$ cat src/rtl/shifter_pipe.sv
// Pipelined barrel shifter: one shift level per stage, MSB level first, with a
// valid/ready elastic handshake. Supports logical/arithmetic shifts and rotates.
module shifter_pipe #(
    parameter int unsigned WIDTH = 32
) (
    input  logic                     Clk,
    input  logic                     Reset,
    input  logic                     In_Valid,
    output logic                     In_Ready,
    input  logic [WIDTH-1:0]         X,
    input  logic [$clog2(WIDTH)-1:0] Sa,
    input  logic                     Right,
    input  logic                     Arith,
    input  logic                     Rotate,
    output logic                     Out_Valid,
    input  logic                     Out_Ready,
    output logic [WIDTH-1:0]         Sh,
    output logic                     Zero
);

    localparam int unsigned SAW  = $clog2(WIDTH);
    localparam int unsigned NMID = SAW - 1;

    // Per-beat control carried alongside the data; sa is kept MSB-aligned so
    // each stage always consumes bit SAW-1.
    typedef struct packed {
        logic [SAW-1:0] sa;
        logic           right;
        logic           arith;
        logic           rot;
        logic           msb;
    } ctl_t;

    function automatic logic [WIDTH-1:0] shift_level(
        input logic [WIDTH-1:0] d,
        input int unsigned      s,
        input logic             en,
        input logic             right,
        input logic             arith,
        input logic             rot,
        input logic             msb
    );
        logic [WIDTH-1:0] fill;
        logic [WIDTH-1:0] res;
        fill = (arith && msb) ? ~({WIDTH{1'b1}} >> s) : '0;
        if (!en) begin
            res = d;
        end else if (rot) begin
            res = right ? ((d >> s) | (d << (WIDTH - s)))
                        : ((d << s) | (d >> (WIDTH - s)));
        end else if (right) begin
            res = (d >> s) | fill;
        end else begin
            res = d << s;
        end
        return res;
    endfunction

    ctl_t             in_ctl;
    logic [WIDTH-1:0] data_q [SAW];
    logic [WIDTH-1:0] data_d [SAW];
    logic [SAW-1:0]   valid_q;
    logic [SAW-1:0]   valid_d;
    ctl_t             ctl_q [NMID];
    ctl_t             ctl_d [NMID];
    logic             zero_q;
    logic             zero_d;
    logic [SAW-1:0]   stage_ready;
    logic             unused_sa_tail;

    // Next-state: ready chain, stage advance and the registered zero flag.
    always_comb begin : p_next
        in_ctl  = '{sa: Sa, right: Right, arith: Arith, rot: Rotate, msb: X[WIDTH-1]};
        valid_d = valid_q;
        data_d  = data_q;
        ctl_d   = ctl_q;
        zero_d  = zero_q;

        // Stage k can move unless it and every stage below it are full and stalled.
        for (int k = 0; k < SAW; k++) begin
            stage_ready[k] = Out_Ready || !(&(valid_q | SAW'((1 << k) - 1)));
        end

        if (stage_ready[0]) begin
            valid_d[0] = In_Valid;
            if (In_Valid) begin
                data_d[0] = shift_level(X, WIDTH / 2, in_ctl.sa[SAW-1], in_ctl.right,
                                        in_ctl.arith, in_ctl.rot, in_ctl.msb);
                ctl_d[0]    = in_ctl;
                ctl_d[0].sa = SAW'(in_ctl.sa << 1);
            end
        end

        for (int k = 1; k < SAW; k++) begin
            if (stage_ready[k]) begin
                valid_d[k] = valid_q[k-1];
                if (valid_q[k-1]) begin
                    data_d[k] = shift_level(data_q[k-1], WIDTH >> (k + 1),
                                            ctl_q[k-1].sa[SAW-1], ctl_q[k-1].right,
                                            ctl_q[k-1].arith, ctl_q[k-1].rot,
                                            ctl_q[k-1].msb);
                end
            end
        end

        for (int k = 1; k < NMID; k++) begin
            if (stage_ready[k] && valid_q[k-1]) begin
                ctl_d[k]    = ctl_q[k-1];
                ctl_d[k].sa = SAW'(ctl_q[k-1].sa << 1);
            end
        end

        if (stage_ready[SAW-1] && valid_q[SAW-2]) begin
            zero_d = (data_d[SAW-1] == '0);
        end
    end

    always_ff @(posedge Clk) begin : p_regs
        if (Reset) begin
            valid_q <= '0;
            data_q  <= '{default: '0};
            ctl_q   <= '{default: '0};
            zero_q  <= 1'b0;
        end else begin
            valid_q <= valid_d;
            data_q  <= data_d;
            ctl_q   <= ctl_d;
            zero_q  <= zero_d;
        end
    end

    assign In_Ready       = stage_ready[0] & ~Reset;
    assign Out_Valid      = valid_q[SAW-1];
    assign Sh             = data_q[SAW-1];
    assign Zero           = zero_q;
    // Shifted-in padding of the last stored shift amount is never consumed.
    assign unused_sa_tail = ^ctl_q[NMID-1].sa[SAW-2:0];

endmodule

$ cat config.mk
export PLATFORM = sky130hd
export DESIGN_NAME = shifter_pipe
export DESIGN_NICKNAME = d
export VERILOG_FILES = /design/src/rtl/shifter_pipe.sv
export SDC_FILE = /design/constraint.sdc
export NUM_CORES = 1
export LEC_CHECK = 0
export CAP_MARGIN = 20
export CORE_ASPECT_RATIO = 1.25
export CORE_MARGIN = 4
export CORE_UTILIZATION = 53
export CTS_CLUSTER_DIAMETER = 80
export DETAILED_ROUTE_END_ITERATION = 12
export PLACE_DENSITY = 0.77
export SYNTH_ARGS = -nofsm -noshare
export SYNTH_HDL_FRONTEND = slang
export SYNTH_SLANG_ARGS = --single-unit
$ cat constraint.sdc
create_clock -name Clk -period 1.5 [get_ports Clk]
set_input_delay 0.225 -clock Clk [delete_from_list [all_inputs] [get_ports Clk]]
set_output_delay 0.225 -clock Clk [all_outputs]
set_load 0.005 [all_outputs]
# Word level (Yosys, flattened, before mapping)
# Index checks and enable logic that the tools add are counted.
dict set report word_totals {
  register_bits 192
  mem_bits_ro 0
  mem_bits_rw 0
  latch_bits 0
  n_memories 0
  out_inout_bits 35
  in_bits 44
}
dict set report op_classes {
  magnitude_cmp 0
  n_bitwise 16
  n_shift 0
  mux 26
  eq_ne 0
  n_addsub 0
  multipliers 0
  div_mod_pow 0
  reduce_logical 28
}
# cell count
set ops {}
lappend ops {{$mux 32} 26}
lappend ops {{$or 24x32->32} 2}
lappend ops {{$or 28x32->32} 2}
lappend ops {{$or 30x32->32} 2}
lappend ops {{$or 31x32->32} 2}
lappend ops {{$logic_not 32->1} 1}
lappend ops {{$or 16x32->32} 1}
lappend ops {{$or 32x1->32} 1}
lappend ops {{$or 32x16->32} 1}
lappend ops {{$or 32x2->32} 1}
lappend ops {{$or 32x4->32} 1}
lappend ops {{$or 32x8->32} 1}
lappend ops {{$reduce_and 2->1} 5}
lappend ops {{$logic_and 1x1->1} 9}
lappend ops {{$logic_not 1->1} 5}
lappend ops {{$logic_or 1x1->1} 5}
lappend ops {{$reduce_and 5->1} 1}
lappend ops {{$reduce_and 4->1} 1}
lappend ops {{$reduce_and 3->1} 1}
lappend ops {{$and 1x1->1} 1}
lappend ops {{$not 1->1} 1}

# Depth between registers and ports, before layout
# Gate-level depths: netlist (run 1).
dict set report logic_depth {
  ltp_word 9
  depth_mapped 9
}

# Least setup slack after synthesis (run 1)
# Ideal clock, no wire load.
dict set report synth_path {
  path_kind {register -> register}
  startpoint {register valid_q[4]}
  endpoint {register data_q[119] in the netlist's numbering}
  arrival_ns 1.468
  path_buffers 3
  setup_slack_ns -0.100
  period_less_slack_ns 1.600
  t_required_ns 1.368
  path_stages_with_launch 10
  path_cell_list {dfxtp_1 -> nor2b_4 -> and3_1 -> buf_6 -> nand2_1 -> and2_1 -> buf_4 -> buf_4 -> o211ai_1 -> a21oi_1}
}
dict set report synth_via {
  elab_chain_len 4
}
# item line
set synth_lines {}
lappend synth_lines {{start, declared} 62} ;# logic [SAW-1:0] valid_q;
lappend synth_lines {{start signal, assigned} 125} ;# valid_q <= valid_d;
lappend synth_lines {{$reduce_and 4->1} 81} ;# stage_ready[k] = Out_Ready || !(&(valid_q | SAW'((1 << k) - 1)));
lappend synth_lines {{$logic_not 1->1} 81}
lappend synth_lines {{$logic_or 1x1->1} 81}
lappend synth_lines {{$reduce_and 2->1 (no line)} --}
lappend synth_lines {{end signal, assigned} 126} ;# data_q <= data_d;
lappend synth_lines {{end, declared} 60} ;# logic [WIDTH-1:0] data_q [SAW];
# No other way between the ends.
# A chain may end at the register's enable or synchronous reset.

# Worst setup path after layout (run 1)
dict set report layout_path {
  startpoint {register ctl_q[3] in the netlist's numbering}
  endpoint {register zero_q, in the netlist Zero}
}
dict set report layout_via {
  elab_chain_len 6
}
# item line
set layout_lines {}
lappend layout_lines {{start, declared} 64} ;# ctl_t ctl_q [NMID];
lappend layout_lines {{start signal, assigned} 127} ;# ctl_q <= ctl_d;
lappend layout_lines {{$mux 32 (on tied branches)} {51, 49}}
lappend layout_lines {{$mux 32 (*)} 48} ;# end else if (rot) begin
lappend layout_lines {{$mux 32 (*)} 46} ;# if (!en) begin
lappend layout_lines {{$mux 32 (*)} 97} ;# if (valid_q[k-1]) begin
lappend layout_lines {{$mux 32 (*)} 95} ;# if (stage_ready[k]) begin
lappend layout_lines {{$logic_not 32->1 (*)} 114} ;# zero_d = (data_d[SAW-1] == '0);
lappend layout_lines {{end signal, assigned} 128} ;# zero_q <= zero_d;
lappend layout_lines {{end, declared} 66} ;# logic zero_q;
# Every way passes the cells marked *; elsewhere a longest branch is shown, timed or not.

==> out/qor.yml, run 1 <==
nets: 1442
gr-total-overflow: 0
cts_tree: "built"
cpLargestDelayFamily: "compound AO/OA/AOI/OAI gates"
fin_crit_sh: 1.33
coreArea_um2: 18300
first_global_vias: 9022
area_growth_syn_to_layout_pct: 44.6
critPathMaxFanout: 8
die_x_um: 131
start_util: 0.545
rr_endpoint: "Zero"
antenna_cells: 0
dr.first_iter.drc_count: 841
ys_types: 46
powerDensity_nw_per_um2: 824
status: "complete, but fails checks"
path_clk_slew_ns: 0.07
dr_total_vias: 10600
crit_path_top_delay_cell: "dfxtp_4"
leakagePower_nw: 5.01
max_freq_ghz: 0.502
wirelength_um: 35700
syn_area_um2: 9970
clock_latency_ns: 0.45
start_kind: "register"
hold_depth: 3
r2r_start: "ctl_q[3]"
period_needed_ns: 1.99
yosysTopAreaCellShare: 0.385
ys_warn_count: 0
drive_above_1_share: 0.327
antenna_found_initial: 0
grt_max_degree: 85
synth-edff-count: 0
yosysSeqAreaShare: 0.385
cp_cell_sequence: "buf_12, buf_4, mux2i_1, a21oi_1, nor2_1, a31oi_1, nor4_2, a31o_1"
maxCapViolCount: 0
clockBufferDepth: 2
reg2reg_depth: 8
io_buffers: 78
critPathMaxStageDelay_ns: 0.38
die_h_um: 161
drc: 0
min_from: "Reset"
cts-htree-levels: 4
ir_drop_uv: 928
critPathRequiredTime_ns: 1.82
grt_first_pass_wirelength_um: 43200
postLayoutCoreUtil: 0.788
setup_viol: 162
ys_top_cells_by_area: "dfxtp_1 (39%), nand2_1 (11%), a21oi_1 (11%)"
synthFlopType: "dfxtp_1"
hold_path_end: "Sh[30]"
worst-path-buf-inv: 2
pin_count: 79
hold_ws_ns: 0.305
ctsHoldBuffers: 0
fin_skew_ns: 0.0168
worstSetupEndpointType: "register"
hold_violations: 0
cts_root_buf: "clkbuf_16"
setup_tns_ns: -17.07
synth_fp_nets: 1331
die-area_um2: 21100
fin_ws_ns: -0.492
cts_sinks: 192
hold_path_class: "input pin to register"
arrival_ns: 2.31
dp_slack_ns: -0.576
rrSetupSlack_ns: -0.49
async_flop_share: 0
ys_seq_elements: 192
routedWlPerCell_um: 21.8
final_max_slew_viol_count: 0
routabilityCongestion: 0.922
rsz0062_at_grt: "true"
synthCells: 1287
grt.total_usage: 0.248
numCtsBuffers: 17
dp_hpwl_um: 17500
rows: 55
syn-mean-instance-area_um2: 7.75
setup.worst_path.class: "register to register"
violations: "negative setup slack"
synth_top_area_cell: "dfxtp_1"
tightest_slew_ns: 0.599
route.antenna.remaining_nets: 0
max_slew_margin: 0.600
drtPass1Iterations: 6
vias_per_cell: 6.48
-- synth_stat cells, types with 2 or more instances --
library cell	count
a2111oi_0	17
a211oi_1	5
a21oi_1	211
a221oi_1	16
a22oi_1	14
a31oi_1	2
and2_1	2
buf_1	11
buf_12	2
buf_2	36
buf_4	41
buf_6	7
clkbuf_1	52
dfxtp_1	192
inv_1	2
mux2i_1	98
nand2_1	293
nand2b_1	3
nand3_1	4
nand4_1	3
nand4b_1	3
nor2_1	108
nor2b_1	5
nor3_1	21
nor3b_1	2
nor4_1	2
o211ai_1	85
o21ai_0	4
o221ai_1	14
o22ai_1	2
or3_1	15
-- cells by family (layout without fill, tap and decap cells) --
kind of cell | after synthesis | in the layout | share of synthesized area
AOI/OAI and AO/OA | 376 | 376 | 0.236
muxes | 98 | 98 | 0.0984
DFF | 192 | 192 | 0.385
buffers and inverters | 154 | 273 | 0.0875
and+or+nand+nor | 467 | 472 | 0.192
-- routing by layer --
| layer | GRT usage | routed length [µm] | vias to the layer above |
|---|---|---|---|
| met1 | 0.275 | 12400 | 5010 |
| met3 | 0.0417 | 2130 | 222 |
| met5 | 0 | 0 | - |
| met2 | 0.453 | 18300 | 620 |
| li1 | - | - | 4767 |
| met4 | 0.116 | 2820 | 0 |
-- state kept, by name (all words and copies together), names as in the netlist --
name,count
valid_q,5
Sh,32
ctl_q,26
data_q,128
Zero,1
-- report_power, final --
group | internal (mW) | switching (mW) | total (mW)
combinational | 0.679 | 0.805 | 1.48
clock | 2.97 | 2.01 | 4.98
sequential | 5.22 | 0.204 | 5.42
total | 8.87 | 3.02 | 11.9
-- metrics by stage --
stage                     cell area, µm²  total power [mW]  instances
after floorplan                    10100              6.03       1287
after global placement             11300              6.41       1547
after detailed placement           11300              6.43       1547
after CTS                          12600              11.3       1604
after global routing               14400              12.1       1639
final                              14400              11.9       1639
-- placed cells by master (no fill, tap or decap), types with 6 or more instances in the layout --
cell,Yosys,layout
a2111oi_2,0,7
a2111oi_4,0,7
a21oi_1,211,132
a21oi_2,0,74
a221oi_1,16,6
a221oi_2,0,7
a22oi_1,14,14
and2_4,0,7
buf_12,2,32
buf_4,41,77
buf_6,7,25
clkbuf_16,0,32
clkdlybuf4s50_1,0,43
dfxtp_1,192,168
dfxtp_2,0,22
dlygate4sd2_1,0,19
dlymetal6s2s_1,0,14
mux2i_1,98,91
nand2_1,293,230
nand2_2,0,17
nand2_4,1,44
nor2_1,108,86
nor2_2,0,8
nor2_4,0,14
nor3_1,21,10
nor3_2,1,12
o211ai_1,85,85
o221ai_1,14,8
o221ai_2,0,6
or3_1,15,6
or3_4,0,9
-- tightest hold or removal path, stage by stage --
cell and delay (ns):
buf_6 0.11, buf_4 0.23, nor2_2 0.12
-- layout make-up --
type | count | area (µm²)
Tap cell | 228 | 285
Sequential cell | 192 | 3880
Inverter | 4 | 17.5
Clock buffer | 23 | 488
Multi-Input combinational cell | 946 | 6730
Clock inverter | 9 | 154
Timing Repair Buffer | 237 | 2870
Fill cell | 1067 | 3880
-- worst max path at each step --
stage / startpoint / endpoint / slack, ns / depth (start not counted)
floorplan: ctl_q[3] / Zero / -0.03 / 8
global placement: Out_Ready / Zero / -0.56 / 8
detailed placement: Out_Ready / Zero / -0.58 / 8
CTS: valid_q[4] / Zero / -0.24 / 9
global route: ctl_q[3] / Zero / -0.60 / 8
finish: ctl_q[3] / Zero / -0.49 / 8
-- timing repair --
item | 4_1_cts | 5_1_grt
setup buffers | 17 | 19
pin swaps | 40 | 177
cloned | 10 | 19
resized for setup | 119 | 313
endpoints found under the setup margin | 152 | 185
No activity file was read; power rests on OpenSTA's default activity.
==> run 2: changes to the inputs <==
--- a/config.mk
+++ b/config.mk
@@ -11,6 +11,7 @@
 export CORE_UTILIZATION = 53
 export CTS_CLUSTER_DIAMETER = 80
 export DETAILED_ROUTE_END_ITERATION = 12
+export HOLD_SLACK_MARGIN = 0.02
 export PLACE_DENSITY = 0.77
 export SYNTH_ARGS = -nofsm -noshare
 export SYNTH_HDL_FRONTEND = slang
==> results of run 2 <==
The final DEF is identical to that of run 1; final timing and power are the same.
==> RTL change 1: new RTL, config.mk and constraints of run 2 <==
Change the parameter `WIDTH` from 32 to 16.
--- a/src/rtl/shifter_pipe.sv
+++ b/src/rtl/shifter_pipe.sv
@@ -3,3 +3,3 @@
 module shifter_pipe #(
-    parameter int unsigned WIDTH = 32
+    parameter int unsigned WIDTH = 16
 ) (
Ports: changed (resized Sa, Sh and X); port bits go from 79 to 46. No check against the original RTL was run, so the function may have changed too.
==> RTL change 1 against run 2 <==
The run still ends with setup timing left. Synthesized cell count decreased by 55%. Fmax is 12% higher. Power down 60%. Design area is 61% lower. Routed wire length decreased by 70%. Sequential cell count fell by 105. Worst setup slack gained 220 ps. Synthesized area shrank 56%.
==> RTL change 1: results <==
{
  "outcome": "finished, violations left",
  "violations": "setup timing",
  "cp_top_family": "multiplexers",
  "fin_tns_setup_ps": -536,
  "arrival_ps": 2080,
  "comb_power_mw": 0.589,
  "firstDrtPassIters": 4,
  "muxShareOfSynthArea_pct": 9.96,
  "cts_root_buffer": "clkbuf_8",
  "p_clk_mw": 1.76,
  "gp_congestion": 0.927,
  "critical_path.max_stage_delay_ps": 400,
  "yosys-top-cells-count": "nand2_1, a21oi_1, dfxtp_1, nor2_1, mux2i_1",
  "drive_gt1_share_pct": 18.0,
  "clock_skew_ps": 6.12,
  "async_reset_ff_share_pct": 0,
  "antenna_found_initial": 0,
  "routed_wl_um": 10900,
  "crit_slowest_cell": "dfxtp_4",
  "grt_pass1_vias": 3740,
  "seq_area_frac_synth_pct": 39.4,
  "yosysUniqueCellTypes": 37,
  "final.setup.worst_slack_ps": -274,
  "dr_total_vias": 4145,
  "port_buffers": 45,
  "largest_register_ffs": 48,
  "synth_compound_area_share_pct": 21.6,
  "place_area_um2": 5110,
  "synthTopCellsByArea": "dfxtp_1, a21oi_1, mux2i_1, nand2_1, nor2_1",
  "hpwl_um": 7300,
  "fin_cells": 730,
  "drtIter0Drc": 226,
  "leakagePower_nw": 1.95,
  "worst_slew_pin_slew_ps": 698,
  "nNetsFinal": 656,
  "syn_nets": 602,
  "place_ws_ps": -519,
  "cp_max_fo": 9,
  "peakVddDrop_uv": 463,
  "grtUsageTotal_pct": 20.8,
  "p_switching_mw": 1.17,
  "clock_latency_ps": 360,
  "finalSetupViolCount": 3,
  "htree_levels": 3,
  "power.density_nw_per_um2": 845,
  "numCtsBuffers": 9
}
## RTL change 1: kinds of logic after synthesis
family / Yosys count
simple gates: 219
compound gates: 156
flops: 87
buf+inv: 69
mux: 44
## RTL change 1: area by class of cell
cell class	instances	area, µm²
inverter	5	18.8
clock inverter	3	67.6
timing repair buffer	107	1110
sequential	87	1750
tap	97	121
fill	646	2500
multi-input combinational	419	2480
clock buffer	12	145
## RTL change 1: what timing repair did
action	in CTS	in global routing
pin swaps	4	13
endpoints found under the setup margin	4	60
setup buffers	4	8
gates resized for setup	5	50
gates cloned	1	4
## RTL change 1: final timing paths
kind                   from        end  slack (ps)  cells after the start
setup / recovery   ctl_q[3]       Zero        -270                      8
hold / removal        Reset       Zero         280                      3
setup reg to reg   ctl_q[3]       Zero        -270                      8
hold reg to reg   ctl_q[22]  ctl_q[15]         460                      2
## RTL change 1: layer usage
layer	wire length [µm]	share of wire (%)	GRT usage, %
met5	0	0	0
met2	6100	56	40.5
met3	349	3.2	3.57
met4	272	2.5	9.79
met1	4130	38	20.6
==> RTL change 2: new RTL, flow settings as in run 2 <==
Made on the original files. Reset style: asynchronous (`Reset`), changed in one clocked block.
--- a/src/rtl/shifter_pipe.sv
+++ b/src/rtl/shifter_pipe.sv
@@ -117,3 +117,3 @@
 
-    always_ff @(posedge Clk) begin : p_regs
+    always_ff @(posedge Clk or posedge Reset) begin : p_regs
         if (Reset) begin
Formal check against the unedited RTL: same outputs for any inputs over 4 cycles, from zero or initial values and one cycle with Reset high; that may be too few to reach the edited logic, so the function may still have changed.
==> RTL change 2 against run 2 <==
The run still ends with setup timing left. Synthesized cell count shrank 6.4%. Largest cell class unchanged. Sequential cell count stayed put. Synthesized area rose by 3.9%. Worst setup slack got worse by 120 ps. Fmax is 5.8% lower. Final cell count is 1.2% lower. Design area increased by 2.1%. Count of clock-buffer cells in the layout fell by 2. Routed wire length decreased by 9.6%.
Power is not compared: it rests on default switching activity, and its combinational part moved more than twofold at a synthesized area within 25%.
==> RTL change 2: results <==
{
  "cts_root_buffer": "clkbuf_16",
  "n_antenna_cell": 0,
  "clock_latency_ps": 450,
  "hpwl_um": 18200,
  "htree_levels": 4,
  "syn_nets": 1249,
  "worstHoldPathType": "in2async",
  "nNetsFinal": 1390,
  "antenna_found_initial": 0,
  "syn_area_per_cell_um2": 8.60,
  "fillers": 1082,
  "use_met1_pct": 25.9,
  "final.setup.worst_slack_ps": -615,
  "power.density_nw_per_um2": 1880,
  "cts.path.max_buffers": 2,
  "drive_gt1_share_pct": 30.9,
  "grt_pass1_vias": 8664,
  "peakVddDrop_uv": 1080,
  "wire_per_inst_um": 19.9,
  "top_register": "data_q",
  "clock_skew_ps": 10.1,
  "grt_first_pass_wirelength_um": 42000,
  "yosysUniqueCellTypes": 49,
  "numCtsBuffers": 17,
  "firstDrtPassIters": 6,
  "violations": "setup timing",
  "dr_total_vias": 9782,
  "async_reset_ff_share_pct": 100,
  "largest_register_ffs": 128,
  "slew_headroom_pct": 68.2,
  "outcome": "finished, violations left",
  "gp_congestion": 0.921,
  "finalSetupViolCount": 135,
  "dp_cells": 1531,
  "arrival_ps": 2500,
  "grtUsageTotal_pct": 23.7,
  "synthTopCellsByArea": "dfrtp_1, nand2_1, mux2i_1, o21ai_1, o21ai_0",
  "grtUsageMet3_pct": 3.83,
  "seq_area_frac_synth_pct": 46.4,
  "fin_cells": 1619,
  "leakagePower_nw": 6.76,
  "grt_max_degree": 65,
  "drtIter0Drc": 821,
  "use_met2_pct": 44.2,
  "fin_tns_setup_ps": -10750,
  "place_ws_ps": -490,
  "ys.warnings.count": 0,
  "yosys-top-cells-count": "nand2_1, dfrtp_1, o21ai_1, o21ai_0, mux2i_1",
  "place_area_um2": 12000
}
-- RTL change 2: cell types whose count changed after synthesis, moves of 16 or more --
cell	run 2	this run
o21ai_1	0	133
nor3_1	21	5
a2111oi_0	17	0
mux2_1	0	25
clkbuf_1	52	68
a21oi_1	211	55
o211ai_1	85	9
dfxtp_1	192	0
nor2_1	108	43
a221oi_1	16	0
o21ai_0	4	109
dfrtp_1	0	192
buf_2	36	12
-- RTL change 2: routing by layer --
layer | share of wire (%) | wire length (µm)
met4 | 6.5 | 2100
met3 | 5.2 | 1670
met2 | 53 | 17100
met1 | 35 | 11400
met5 | 0 | 0
-- RTL change 2: path summary, 6_finish.rpt --
path                          start          end  slack, ps  depth (start not counted)
max in group asynchronous     Reset  data_q[154]        730                          4
hold reg to reg               Sh[6]        Sh[6]        470                          1
setup reg to reg           ctl_q[3]         Zero       -610                          6
hold / removal                Reset    ctl_q[25]        250                          3
min in group Clk              Sa[3]    ctl_q[35]        400                          2
setup / recovery           ctl_q[3]         Zero       -610                          6
-- RTL change 2: final cells by class --
| class | instances | area (µm²) | area share [%] |
|---|---|---|---|
| inverters | 3 | 15.0 | 0.102 |
| well taps | 261 | 327 | 2.22 |
| flip-flops and latches | 192 | 4810 | 32.7 |
| clock buffers | 21 | 450 | 3.06 |
| repair buffers | 247 | 2910 | 19.8 |
| multi-input cells | 885 | 6050 | 41.1 |
| clock inverters | 10 | 161 | 1.10 |
-- RTL change 2: critical path, stage by stage, from the launching register on --
cell and delay [ps]:
dfrtp_2 480, a21bo_1 220, or3_1 360, a2111oi_2 410, nand3_1 200, nor4_2 190
a32o_1 190
-- RTL change 2: what timing repair did --
item / CTS / global route
gates resized for setup: 101 / 285
setup buffers: 21 / 8
cloned: 4 / 24
pin swaps: 18 / 51
setup endpoints to repair: 78 / 138
-- RTL change 2: logic make-up after synthesis --
logic type,count (synthesis),synth area share [%]
and+or+nand+nor,390,15.7
muxes,123,12.2
AOI/OAI and AO/OA,370,19.7
buffers and inverters,130,6.09
DFF,192,46.4
-- RTL change 2: power by group --
group | switching (mW) | leakage (nW) | internal [mW] | total, mW
clock | 2.05 | 0.289 | 2.82 | 4.87
combinational | 6.74 | 4.13 | 6.54 | 13.3
sequential | 2.49 | 2.34 | 7.09 | 9.58
total | 11.3 | 6.76 | 16.4 | 27.7
